$ cat src/rtl/fetch_controller_pkg.sv
// Shared fetch types and constants: FSM states, instruction size, alignment check.
// Pure declarations; no latency or backpressure of its own.
package fetch_pkg;

  typedef enum logic [2:0] {
    IDLE,
    REQ,
    WAIT,
    HOLD,
    HALTED,
    FAULT
  } fetch_state_t;

  localparam int          INSTR_BYTES = 4;
  localparam logic [1:0]  ALIGN_MASK  = 2'b11;

  function automatic logic is_aligned(input logic [1:0] addr_lsb);
    return (addr_lsb & ALIGN_MASK) == 2'b00;
  endfunction

endpackage

$ cat src/rtl/fetch_controller_if.sv
// Fetch bus: imem req/gnt + rvalid on one side, held-instruction valid/ready to decode on the other.
// master = fetch controller; slave = memory and decode environment.
interface fetch_controller_if #(
  parameter int ADDR_WIDTH = 32
);
  logic                  imem_req;
  logic [ADDR_WIDTH-1:0] imem_addr;
  logic                  imem_gnt;
  logic                  imem_rvalid;
  logic [31:0]           imem_rdata;
  logic                  instr_valid;
  logic [31:0]           instr;
  logic [ADDR_WIDTH-1:0] instr_pc;
  logic                  instr_ready;

  modport master (
    output imem_req, imem_addr, instr_valid, instr, instr_pc,
    input  imem_gnt, imem_rvalid, imem_rdata, instr_ready
  );

  modport slave (
    input  imem_req, imem_addr, instr_valid, instr, instr_pc,
    output imem_gnt, imem_rvalid, imem_rdata, instr_ready
  );
endinterface

$ cat src/rtl/fetch_controller_wait_timer.sv
// Counts cycles spent waiting for read data; expired flags the final allowed cycle.
// Single-cycle clear; counting stalls once expired.
module wait_timer #(
  parameter int TIMEOUT = 16
) (
  input  logic clk,
  input  logic reset_n,
  input  logic clear,
  input  logic count_en,
  output logic expired
);
  localparam int CW = $clog2(TIMEOUT + 1);

  logic [CW-1:0] cnt_q, cnt_d;

  assign expired = (cnt_q == CW'(TIMEOUT - 1));

  always_comb begin
    cnt_d = cnt_q;
    if (clear) begin
      cnt_d = '0;
    end else if (count_en && !expired) begin
      cnt_d = cnt_q + CW'(1);
    end
  end

  always_ff @(posedge clk or negedge reset_n) begin
    if (!reset_n) begin
      cnt_q <= '0;
    end else begin
      cnt_q <= cnt_d;
    end
  end
endmodule

$ cat src/rtl/fetch_controller.sv
// Fetch sequencer: one outstanding imem request, holds each instruction until decode takes it.
// REQ->WAIT->HOLD gives instr_valid 2 cycles after the request; decode stall holds HOLD with no new request.
module fetch_controller
  import fetch_pkg::*;
#(
  parameter int ADDR_WIDTH = 32,
  parameter int TIMEOUT    = 16
) (
  input  logic                  clk,
  input  logic                  reset_n,
  input  logic [ADDR_WIDTH-1:0] pc,
  output logic                  pc_enable,
  output logic                  jump_en,
  output logic [ADDR_WIDTH-1:0] jump_to,
  input  logic                  redirect_en,
  input  logic [ADDR_WIDTH-1:0] redirect_target,
  input  logic                  halt,
  output logic                  fetch_fault,
  fetch_controller_if.master    bus
);

  fetch_state_t          state_q, state_d;
  logic                  discard_q, discard_d;
  logic [ADDR_WIDTH-1:0] addr_q, addr_d;
  logic                  addr_vld_q, addr_vld_d;
  logic [31:0]           instr_q, instr_d;
  logic [ADDR_WIDTH-1:0] instr_pc_q, instr_pc_d;
  logic                  redir_ok, redir_bad;
  logic                  timer_expired;
  logic [ADDR_WIDTH-1:0] req_addr;

  assign redir_ok  = redirect_en &&  is_aligned(redirect_target[1:0]);
  assign redir_bad = redirect_en && !is_aligned(redirect_target[1:0]);

  // The PC register advances on the same edge that enters REQ, so the first REQ
  // cycle presents pc directly and captures it; later cycles replay the capture.
  assign req_addr = (state_q == REQ && !addr_vld_q) ? pc : addr_q;

  assign bus.imem_addr = req_addr;
  assign bus.instr     = instr_q;
  assign bus.instr_pc  = instr_pc_q;
  assign fetch_fault   = (state_q == FAULT);

  wait_timer #(
    .TIMEOUT (TIMEOUT)
  ) u_wait_timer (
    .clk      (clk),
    .reset_n  (reset_n),
    .clear    (state_q != WAIT),
    .count_en ((state_q == WAIT) && !bus.imem_rvalid),
    .expired  (timer_expired)
  );

  always_comb begin
    state_d         = state_q;
    discard_d       = discard_q;
    addr_d          = addr_q;
    addr_vld_d      = 1'b0;
    instr_d         = instr_q;
    instr_pc_d      = instr_pc_q;
    pc_enable       = 1'b0;
    jump_en         = 1'b0;
    jump_to         = '0;
    bus.imem_req    = 1'b0;
    bus.instr_valid = 1'b0;

    case (state_q)
      IDLE: begin
        state_d = halt ? HALTED : REQ;
      end
      REQ: begin
        bus.imem_req = 1'b1;
        addr_d       = req_addr;
        addr_vld_d   = !bus.imem_gnt;
        if (redir_ok) discard_d = 1'b1;
        if (bus.imem_gnt) state_d = WAIT;
      end
      WAIT: begin
        if (redir_ok) discard_d = 1'b1;
        if (bus.imem_rvalid) begin
          if (discard_q || redir_ok) begin
            discard_d = 1'b0;
            state_d   = halt ? HALTED : REQ;
          end else begin
            instr_d    = bus.imem_rdata;
            instr_pc_d = addr_q;
            state_d    = HOLD;
          end
        end else if (timer_expired) begin
          state_d = FAULT;
        end
      end
      HOLD: begin
        bus.instr_valid = !redirect_en;
        if (redir_ok) begin
          state_d = REQ;
        end else if (bus.instr_ready) begin
          pc_enable = 1'b1;
          state_d   = halt ? HALTED : REQ;
        end
      end
      HALTED: begin
        if (!halt) state_d = REQ;
      end
      FAULT: begin
        state_d = FAULT;
      end
      default: begin
        state_d = IDLE;
      end
    endcase

    // Redirect takes priority over any sequential increment chosen above.
    if (state_q != FAULT) begin
      if (redir_ok) begin
        pc_enable = 1'b1;
        jump_en   = 1'b1;
        jump_to   = redirect_target;
      end else if (redir_bad) begin
        pc_enable = 1'b0;
        jump_en   = 1'b0;
        state_d   = FAULT;
      end
    end
  end

  always_ff @(posedge clk or negedge reset_n) begin
    if (!reset_n) begin
      state_q    <= IDLE;
      discard_q  <= 1'b0;
      addr_q     <= '0;
      addr_vld_q <= 1'b0;
      instr_q    <= '0;
      instr_pc_q <= '0;
    end else begin
      state_q    <= state_d;
      discard_q  <= discard_d;
      addr_q     <= addr_d;
      addr_vld_q <= addr_vld_d;
      instr_q    <= instr_d;
      instr_pc_q <= instr_pc_d;
    end
  end

endmodule

$ cat src/flat_wrapper.sv
// flat-port wrapper written by rule: the top's interface ports become plain ports
module fetch_controller_flat import fetch_pkg::*;
#(
  parameter int ADDR_WIDTH = 32,
  parameter int TIMEOUT    = 16
)
  (clk, reset_n, pc, pc_enable, jump_en, jump_to, redirect_en, redirect_target, halt, fetch_fault, bus_imem_req, bus_imem_addr, bus_instr_valid, bus_instr, bus_instr_pc, bus_imem_gnt, bus_imem_rvalid, bus_imem_rdata, bus_instr_ready);
  fetch_controller_if #(.ADDR_WIDTH(ADDR_WIDTH)) bus_i ();
  input  logic clk;
  input  logic reset_n;
  input  logic [ADDR_WIDTH-1:0] pc;
  output logic pc_enable;
  output logic jump_en;
  output logic [ADDR_WIDTH-1:0] jump_to;
  input  logic redirect_en;
  input  logic [ADDR_WIDTH-1:0] redirect_target;
  input  logic halt;
  output logic fetch_fault;
  output wire logic [$bits(bus_i.imem_req)-1:0] bus_imem_req;
  output wire logic [$bits(bus_i.imem_addr)-1:0] bus_imem_addr;
  output wire logic [$bits(bus_i.instr_valid)-1:0] bus_instr_valid;
  output wire logic [$bits(bus_i.instr)-1:0] bus_instr;
  output wire logic [$bits(bus_i.instr_pc)-1:0] bus_instr_pc;
  input wire logic [$bits(bus_i.imem_gnt)-1:0] bus_imem_gnt;
  input wire logic [$bits(bus_i.imem_rvalid)-1:0] bus_imem_rvalid;
  input wire logic [$bits(bus_i.imem_rdata)-1:0] bus_imem_rdata;
  input wire logic [$bits(bus_i.instr_ready)-1:0] bus_instr_ready;
  assign bus_imem_req = bus_i.imem_req;
  assign bus_imem_addr = bus_i.imem_addr;
  assign bus_instr_valid = bus_i.instr_valid;
  assign bus_instr = bus_i.instr;
  assign bus_instr_pc = bus_i.instr_pc;
  assign bus_i.imem_gnt = bus_imem_gnt;
  assign bus_i.imem_rvalid = bus_imem_rvalid;
  assign bus_i.imem_rdata = bus_imem_rdata;
  assign bus_i.instr_ready = bus_instr_ready;
  fetch_controller #(.ADDR_WIDTH(ADDR_WIDTH), .TIMEOUT(TIMEOUT)) u_core (.clk(clk), .reset_n(reset_n), .pc(pc), .pc_enable(pc_enable), .jump_en(jump_en), .jump_to(jump_to), .redirect_en(redirect_en), .redirect_target(redirect_target), .halt(halt), .fetch_fault(fetch_fault), .bus(bus_i));
endmodule
$ cat config.mk
export PLATFORM = sky130hd
export DESIGN_NAME = fetch_controller_flat
export DESIGN_NICKNAME = d
export VERILOG_FILES = /design/src/rtl/fetch_controller_pkg.sv /design/src/rtl/fetch_controller_if.sv /design/src/rtl/fetch_controller_wait_timer.sv /design/src/rtl/fetch_controller.sv /design/src/flat_wrapper.sv
export SDC_FILE = /design/constraint.sdc
export NUM_CORES = 1
export LEC_CHECK = 0
export BUFFER_PORTS_ARGS = -buffer_cell sky130_fd_sc_hd__buf_2
export CORE_AREA = 5 5 127 129
export CTS_BUF_LIST = sky130_fd_sc_hd__clkbuf_16
export DETAILED_ROUTE_END_ITERATION = 16
export DIE_AREA = 0 0 132 134
export GPL_TIMING_DRIVEN = 0
export PLACE_DENSITY = 0.66
export SYNTH_ARGS = -nofsm -noshare
export SYNTH_HDL_FRONTEND = slang
export SYNTH_SLANG_ARGS = --single-unit
export TNS_END_PERCENT = 100
$ cat constraint.sdc
create_clock -name clk -period 2.8 [get_ports clk]
set_input_delay 0.56 -clock clk [delete_from_list [all_inputs] [get_ports clk]]
set_output_delay 0.56 -clock clk [all_outputs]
set_load 0.02 [all_outputs]
==> flow_metrics.tcl, run 1 <==
set metrics [dict create \
    intPower_mw 4.23 \
    grt_use_total_pct 14.5 \
    synth_fa_ha_area_share_pct 0.492 \
    leakagePower_nw 3.58 \
    cts.sinks 106 \
    syn-instance-count 349 \
    cts_buffers 9 \
    grt_pass1_vias 3937 \
    cts_tree "built" \
    netlist_area_um2 5090 \
    yosys-top-cells-count "dfrtp_1 (106), mux2_2 (68), mux2_4 (60)" \
    ys_ff_latch 106 \
    final_area_um2 6890 \
    met2_usage_pct 24.3 \
    ant_nets 0 \
    critPathCapture "jump_to[3]" \
    vias_per_cell 4.63 \
    tightest_slew_ps 1030 \
    wl_per_cell_um 16.4 \
    gr-total-overflow 0 \
    synth_top_area_cell "dfrtp_1" \
    initial_core_util_pct 34.1 \
    synth_xor_xnor_area_share_pct 0.516 \
    clock_latency_ps 340 \
    total_power_mw 6.67 \
    drv_slew 0 \
    hpwl_mm 10.1 \
    area_growth_pct 35.3 \
    dieArea_um2 17700 \
    row_count 45 \
    r2r_start "u_core.state_q[0]$_DFF_PN0_" \
    synth_most_common_cell "dfrtp_1" \
    rrSetupSlack_ps 500 \
    gr-usage-met3_pct 5.36 \
    fmax_ghz 0.373 \
    synth_compound_area_share_pct 1.82 \
    clockBufferDepth 2 \
    relSlewSlack_pct 30.9 \
    crit_fanout 10 \
    avgSynthCellArea_um2 14.6 \
    p_switching_mw 2.44 \
    synth-simple-area-share_pct 8.68 \
    irDropWorstVdd_mv 0.511 \
    finalCritPeriodShare_pct 95.7 \
    reg2regPathDepth 5 \
    globalRouteMet1Util_pct 17.6 \
    ios 236 \
    hp-class "in -> async" \
    place_inst 771 \
    placed_cell_area_um2 6520 \
    clkPwrFrac_pct 20.0 \
    drt-initial-drc-count 83 \
    top_usage_layer "met2" \
    htree_levels 3 \
    worstSetupEndpointType "output pin" \
    status "finished, final reports clean" \
    root_buffer "clkbuf_16" \
    startpoint_type "input port" \
    fin_cells 789 \
    place_congestion 0.898 \
    drt_drc_violations_left 0 \
    drv_cap 0 \
    synth_edf_count 0 \
    critPathKind "in -> out" \
    ys.warnings.count 0 \
    synth_ff_type "dfrtp_1" \
    grt_max_degree 60 \
    clkTransAtPathRegs_ps 70 \
    switching_share_pct 36.5 \
    dieWidth_um 132 \
    dr.pass1.iters 4 \
    synthDistinctLibCells 40 \
    grt_pass1_wl_mm 20.7 \
    required_ps 2240 \
    tns_ps 0 \
    p_seq_share_pct 34.5 \
    yosys-mux-area-fraction_pct 33.1 \
    worstPathArrival_ps 2120 \
    ys_top_cells_by_area "dfrtp_1 (52%), mux2_4 (18%), mux2_2 (15%), and2_1 (3.7%), buf_6 (1.5%)" \
    timing.hold.ws_ps 226 \
    min_period_ps 2680 \
    vias 3655 \
    antenna_cells 0 \
    p_per_area_nw_per_um2 969 \
    r2r-end "u_core.bus.instr_pc[5]$_DFFE_PN0P_" \
    fp.dieH_um 134 \
    coreArea_um2 14900 \
    setup_violations 0 \
    nFillCells 1375 \
    async_reset_ff_share_pct 100 \
    synth_top_area_share_pct 52.1 \
    synth_top_family_by_area "multiplexers" \
    grt_antenna_before_repair 0 \
    layout-drive-gt1-share_pct 67.2 \
    crit_path_start "redirect_target[0]" \
    numPortBuffers 232 \
    ys_seq_area_share_pct 52.1 \
    rsz0062_at_grt "false" \
    comb_power_share_pct 45.5 \
    final_hold_viol_count 0 \
    fin_skew_ps 9.56 \
    fin_nets 701 \
    wirelength_mm 12.9 \
]
## kinds of logic (layout without fill, tap and decap cells)
kind of cell | Yosys count | in the layout
AOI/OAI and AO/OA | 14 | 14
xor gates and xnor gates | 3 | 3
adders and majority gates | 2 | 2
buffers and inverters | 24 | 275
DFF | 106 | 106
muxes | 130 | 130
other | 1 | 2
and+or+nand+nor | 69 | 69
## state kept, by name, indices dropped and copies added, names as in the netlist
| signal | cells |
|---|---|
| u_core.addr_q | 32 |
| u_core.discard_q | 1 |
| u_core.bus.instr_pc | 32 |
| u_core.bus.instr | 32 |
| u_core.addr_vld_q | 1 |
| u_core.u_wait_timer.cnt_q | 5 |
| u_core.state_q | 3 |
## cell usage in the layout, fill, tap and decap left out, drive strengths merged, types with 3 or more instances in the layout
master,netlist,routed
buf,17,252
mux2,128,128
dfrtp,106,106
and2,30,30
clkbuf,5,14
nor2,10,10
nor3,8,8
nand2,4,4
a21oi,4,4
inv,2,4
a211oi,3,3
## stage by stage
stage	util, %	worst slack, ps
2_1_floorplan	-	371
3_3_place_gp	43.5	-84.8
3_5_place_dp	43.7	-107
4_1_cts	46.1	27.1
5_1_grt	46.1	24.5
6_report	46.1	121
## worst min-delay path by stage
| stage | endpoint | startpoint | depth (start not counted) |
|---|---|---|---|
| after floorplan | u_core.addr_q[0]$_DFFE_PN0P_ | reset_n | 0 |
| after global placement | u_core.bus.instr_pc[6]$_DFFE_PN0P_ | u_core.bus.instr_pc[6]$_DFFE_PN0P_ | 1 |
| after detailed placement | u_core.bus.instr[9]$_DFFE_PN0P_ | u_core.bus.instr[9]$_DFFE_PN0P_ | 1 |
| after CTS | u_core.addr_q[29]$_DFFE_PN0P_ | reset_n | 1 |
| after global routing | u_core.addr_q[29]$_DFFE_PN0P_ | reset_n | 1 |
| final | u_core.addr_q[29]$_DFFE_PN0P_ | reset_n | 1 |
## area by class of cell
| class | count | area (um^2) | area share (%) |
|---|---|---|---|
| Multi-Input combinational cell | 220 | 2290 | 33.2 |
| Tap cell | 188 | 235 | 3.42 |
| Buffer | 22 | 175 | 2.54 |
| Clock buffer | 9 | 225 | 3.27 |
| Sequential cell | 106 | 2650 | 38.5 |
| Timing Repair Buffer | 235 | 1210 | 17.6 |
| Inverter | 2 | 7.51 | 0.109 |
| Clock inverter | 7 | 92.6 | 1.34 |
## what timing repair did
| item | CTS | global route |
|---|---|---|
| setup endpoints to repair | 32 | 18 |
| hold buffers | 0 | 0 |
| pin swaps | 1 | 1 |
| resized for setup | 10 | 2 |
| buffers inserted | 2 | 0 |
| cloned | 0 | 0 |
## power by group through the flow
stage / clock, mW / sequential, mW / combinational [mW]
2_1_floorplan: 0 / 2.52 / 1.83
3_3_place_gp: 0 / 2.30 / 2.97
3_5_place_dp: 0 / 2.33 / 3.01
4_1_cts: 1.39 / 2.31 / 3.09
5_1_grt: 1.46 / 2.37 / 3.26
6_report: 1.33 / 2.30 / 3.03
## critical path: stages
cell	delay, ps
buf_2	110
or3b_2	490
nor2_1	250
clkbuf_1	350
and2_1	190
buf_2	160
## layer usage
layer / part of all wire [%] / routed length [um] / up-vias
met1: 41 / 5310 / 1761
met3: 9.0 / 1170 / 9
li1: - / - / 1709
met5: 0 / 0 / -
met2: 49 / 6290 / 176
met4: 1.2 / 154 / 0
(Power assumes the default switching activity.)
==> inputs of run 2 (changes only) <==
Settings changed: SLEW_MARGIN set to 10.
Clock period 2.8 ns to 3.4 ns, I/O delays scaled along.
==> run 2 against run 1 <==
Die area unchanged. Sequential share of layout area up 0.31 points. Clock power down 24%. Count of clock-buffer cells in the layout unchanged. Register-to-register slack better by 620 ps. Sequential power down 17%. Global-route usage up 0.15 points. Critical path type is now reg -> out. Combinational power down 18%. Total power down 19%.
==> flow_metrics.tcl, run 2 (synthesis gave the netlist of run 1 again) <==
set metrics [dict create \
    crit_fanout 10 \
    wl_per_cell_um 16.6 \
    rrSetupSlack_ps 1120 \
    clkTransAtPathRegs_ps 70 \
    numPortBuffers 232 \
    drv_slew 0 \
    p_per_area_nw_per_um2 788 \
    r2r-end "u_core.bus.instr_pc[5]$_DFFE_PN0P_" \
    area_growth_pct 34.2 \
    nFillCells 1380 \
    setup_ws_ps 335 \
    crit_top_cell "buf_2" \
    cts_buffers 9 \
    vias_per_cell 4.65 \
    coreArea_um2 14900 \
    relSlewSlack_pct 32.0 \
    hp-class "in -> async" \
    hpwl_mm 10.1 \
    status "finished, final reports clean" \
    wirelength_mm 13.1 \
    row_count 45 \
    dr.pass1.iters 4 \
    clock_latency_ps 340 \
    cts_hold_buf 0 \
    cp_cell_sequence "buf_2, nand2b_1, nor3_4, buf_4, buf_2, mux2_2, buf_2" \
    place_congestion 0.898 \
    reg2regPathDepth 5 \
    final_area_um2 6830 \
    cts_tree "built" \
    worstPathArrival_ps 2390 \
    slowest_delay_ps 380 \
    required_ps 2720 \
    fin_skew_ps 7.08 \
    regArea_um2 2650 \
    gr-total-overflow 0 \
    rsz0062_at_grt "false" \
    fp.dieH_um 134 \
    ant_nets 0 \
    layout-drive-gt1-share_pct 66.8 \
    irDropWorstVdd_mv 0.477 \
    pre_cts_ws_ps 351 \
    layout_common_cells "buf_2 (239), dfrtp_1 (106), mux2_2 (68)" \
    mostFrequentLayoutCell "buf_2" \
    dieArea_um2 17700 \
    setup_violations 0 \
    grt_use_total_pct 14.6 \
    grt_max_degree 60 \
    root_buffer "clkbuf_16" \
    grt_antenna_before_repair 0 \
    clockBufferDepth 2 \
    tightest_slew_ps 1010 \
    tns_ps 0 \
    drv_cap 0 \
    startpoint_type "flop" \
    dieWidth_um 132 \
    initial_core_util_pct 34.1 \
    worstSetupEndpointType "output pin" \
    ios 236 \
    placed_cell_area_um2 6520 \
    r2r_start "u_core.state_q[0]$_DFF_PN0_" \
    fmax_ghz 0.326 \
    finalCritPeriodShare_pct 90.2 \
    min_period_ps 3070 \
    drt_drc_violations_left 0 \
    vias 3675 \
    final_hold_viol_count 0 \
    crit_path_top_delay_cell "mux2_2" \
    fin_nets 702 \
    drt-initial-drc-count 84 \
    timing.hold.ws_ps 265 \
    grt_pass1_wl_mm 20.8 \
    htree_levels 3 \
    cts.sinks 106 \
    antenna_cells 0 \
    grt_pass1_vias 3962 \
    critPathKind "reg -> out" \
    leakagePower_nw 3.57 \
    multiInputGateArea_um2 2280 \
]
[run 2: cell type report]
class	instances	share of cell area, %
Tap cell	188	3.44
Multi-Input combinational cell	220	33.4
Inverter	2	0.110
Timing Repair Buffer	236	17.8
Clock buffer	9	3.30
Sequential cell	106	38.8
Clock inverter	7	0.879
Buffer	22	2.23
[run 2: stage by stage]
stage / utilization (%) / total power, mW / std cells
2_1_floorplan: - / 3.58 / 350
5_1_grt: 45.8 / 5.71 / 790
3_3_place_gp: 43.5 / 4.34 / 770
3_5_place_dp: 43.7 / 4.40 / 771
6_report: 45.8 / 5.38 / 790
4_1_cts: 45.8 / 5.47 / 790
[run 2: worst max-delay path by stage]
stage                                            from           endpoint  depth (start not counted)
after global routing      u_core.state_q[1]$_DFF_PN0_  bus_imem_addr[24]                          7
after global placement    u_core.state_q[1]$_DFF_PN0_   bus_imem_addr[0]                          6
after floorplan                    redirect_target[0]        jump_to[22]                          4
after detailed placement  u_core.state_q[1]$_DFF_PN0_   bus_imem_addr[0]                          6
final                     u_core.state_q[1]$_DFF_PN0_  bus_imem_addr[24]                          7
after CTS                 u_core.state_q[1]$_DFF_PN0_  bus_imem_addr[24]                          7
[run 2: metal layers]
| layer | up-vias | share of wire [%] | global-route usage (%) |
|---|---|---|---|
| met5 | - | 0 | 0 |
| met1 | 1761 | 42 | 18.1 |
| met3 | 13 | 8.2 | 4.88 |
| met2 | 184 | 48 | 24.3 |
| met4 | 0 | 1.9 | 4.34 |
| li1 | 1717 | - | - |
[run 2: critical path: cells and delay by family (launching register included)]
family	cells	cell delay [ps]
buffers and inverters	4	790
flip-flops	1	360
multiplexers	1	380
AND/OR/NAND/NOR	2	510
[run 2: what timing repair did]
action	4_1_cts	5_1_grt
resized for setup	0	0
endpoints found under the setup margin	2	0
setup buffers	3	0
[run 2: report_power, final]
group / switching, mW / internal [mW] / total [mW]
logic: 1.31 / 1.17 / 2.47
registers: 0.252 / 1.65 / 1.90
clock network: 0.447 / 0.564 / 1.01
==> inputs of run 3 (changes only) <==
Settings changed: CORE_AREA 5 5 127 129 to 2 2 124 126, DIE_AREA 0 0 132 134 to 0 0 126 128.
==> run 3 against run 2 <==
Total power is 0.35% lower. Worst hold slack worse by 15 ps. Maximum frequency is 0.87% higher. Clock power hardly changed. Critical path depth stayed put. Final cell count is 0.13% higher. Sequential share of layout area hardly changed. Via count is 0.65% higher. Non-clock buffer count is 1 higher. Clock skew is 1.1 ps higher. Worst setup slack better by 27 ps. Core utilization is 0.23 points higher. Critical path type unchanged.
==> flow_metrics.tcl, run 3 (synthesis gave the netlist of run 1 again) <==
set metrics [dict create \
    dieArea_um2 16100 \
    ant_nets 0 \
    rsz0062_at_grt "false" \
    numPortBuffers 232 \
    drt-initial-drc-count 123 \
    area_growth_pct 34.4 \
    grt_pass1_wl_mm 19.5 \
    startpoint_type "flop" \
    r2r_start "u_core.state_q[0]$_DFF_PN0_" \
    cts.sinks 106 \
    vias_per_cell 4.68 \
    critPathBufInv 4 \
    wirelength_mm 12.3 \
    layout_common_cells "buf_2 (239), dfrtp_1 (106), mux2_2 (68)" \
    fin_nets 703 \
    rrSetupSlack_ps 1150 \
    grt_max_degree 62 \
    dr.pass1.iters 4 \
    drv_cap 0 \
    final_hold_viol_count 0 \
    critPathKind "reg -> out" \
    drt_drc_violations_left 0 \
    grt_use_total_pct 15.2 \
    place_congestion 0.833 \
    post_cts_resized 0 \
    place_inst 771 \
    antenna_cells 0 \
    vias 3699 \
    fin_skew_ps 8.18 \
    timing.hold.ws_ps 250 \
    clkTransAtPathRegs_ps 70 \
    grt_antenna_before_repair 0 \
    row_count 45 \
    gr-total-overflow 0 \
    crit_path_top_delay_cell "mux2_2" \
    status "finished, final reports clean" \
    cp_cell_sequence "buf_2, nand2b_1, nor3_4, buf_4, buf_2, mux2_2, buf_2" \
    required_ps 2720 \
    crit_fanout 10 \
    initial_core_util_pct 34.2 \
    drv_slew 0 \
    slowest_delay_ps 380 \
    grt_pass1_vias 3838 \
    htree_levels 3 \
    relSlewSlack_pct 33.7 \
    hp-class "in -> async" \
    cts_tree "built" \
    dieWidth_um 126 \
    hpwl_mm 9.37 \
    ios 236 \
    crit_top_cell "buf_2" \
    crit_path_start "u_core.state_q[1]$_DFF_PN0_" \
    setup_violations 0 \
    finalCritPeriodShare_pct 89.4 \
    worstSetupEndpointType "output pin" \
    wl_per_cell_um 15.5 \
    p_per_area_nw_per_um2 784 \
    cts_buffers 9 \
    fp.dieH_um 128 \
    worstPathArrival_ps 2360 \
    root_buffer "clkbuf_16" \
    clock_latency_ps 340 \
    min_period_ps 3040 \
    mostFrequentLayoutCell "buf_2" \
    reg2regPathDepth 5 \
    fmax_ghz 0.329 \
    layout-drive-gt1-share_pct 66.7 \
    tightest_slew_ps 987 \
    leakagePower_nw 3.57 \
    fin_cells 791 \
    tns_ps 0 \
    clockBufferDepth 2 \
    critical_path.top_delay_family "buffers and inverters" \
    cts_hold_buf 0 \
    cp.depth 7 \
    coreArea_um2 14900 \
    irDropWorstVdd_mv 0.368 \
]
run 3: timing repair:
item,in CTS,in global routing
buffers inserted,0,4
endpoints found under the setup margin,0,10
hold endpoints to repair,0,0
run 3: metrics by stage:
step           setup slack, ps  util, %  power, mW  cell area, um^2
2_1_floorplan              754        -       3.58             5090
3_3_place_gp               426     43.7       4.31             6490
3_5_place_dp               392     43.9       4.37             6520
4_1_cts                   64.5     45.8       5.41             6810
5_1_grt                    256     46.0       5.69             6840
6_report                   361     46.0       5.36             6840
run 3: report_power, final:
part | switching [mW] | internal [mW] | total (mW)
Sequential | 0.249 | 1.65 | 1.90
Combinational | 1.29 | 1.17 | 2.46
Clock | 0.446 | 0.564 | 1.01
run 3: final cells by class:
class	count	area, um^2
fillers	1380	8030
flip-flops and latches	106	2650
multi-input cells	220	2280
repair buffers	237	1220
well taps	188	235
clock buffers	9	225
plain buffers	22	153
clock inverters	7	61.3
inverters	2	7.51
run 3: per-layer routing:
metal,GRT usage (%),routed length [um],vias up
li1,-,-,1724
met3,2.80,764,16
met2,26.2,6080,171
met1,18.4,5110,1788
met4,7.24,327,0
met5,0,0,-
run 3: path summary, 6_finish.rpt:
path	to
max	bus_imem_addr[31]
min	u_core.bus.instr_pc[25]$_DFFE_PN0P_
max reg2reg	u_core.bus.instr[0]$_DFFE_PN0P_
min reg2reg	u_core.bus.instr[14]$_DFFE_PN0P_
max in group asynchronous	u_core.u_wait_timer.cnt_q[4]$_DFFE_PN0P_
min in group clk	u_core.bus.instr[14]$_DFFE_PN0P_
run 3: worst reg2reg max path: cells and delay by family (launching register included):
| kind | cells | cell delay [ps] |
|---|---|---|
| DFF | 1 | 350 |
| buffers and inverters | 2 | 460 |
| and+or+nand+nor | 2 | 1000 |
| muxes | 1 | 320 |
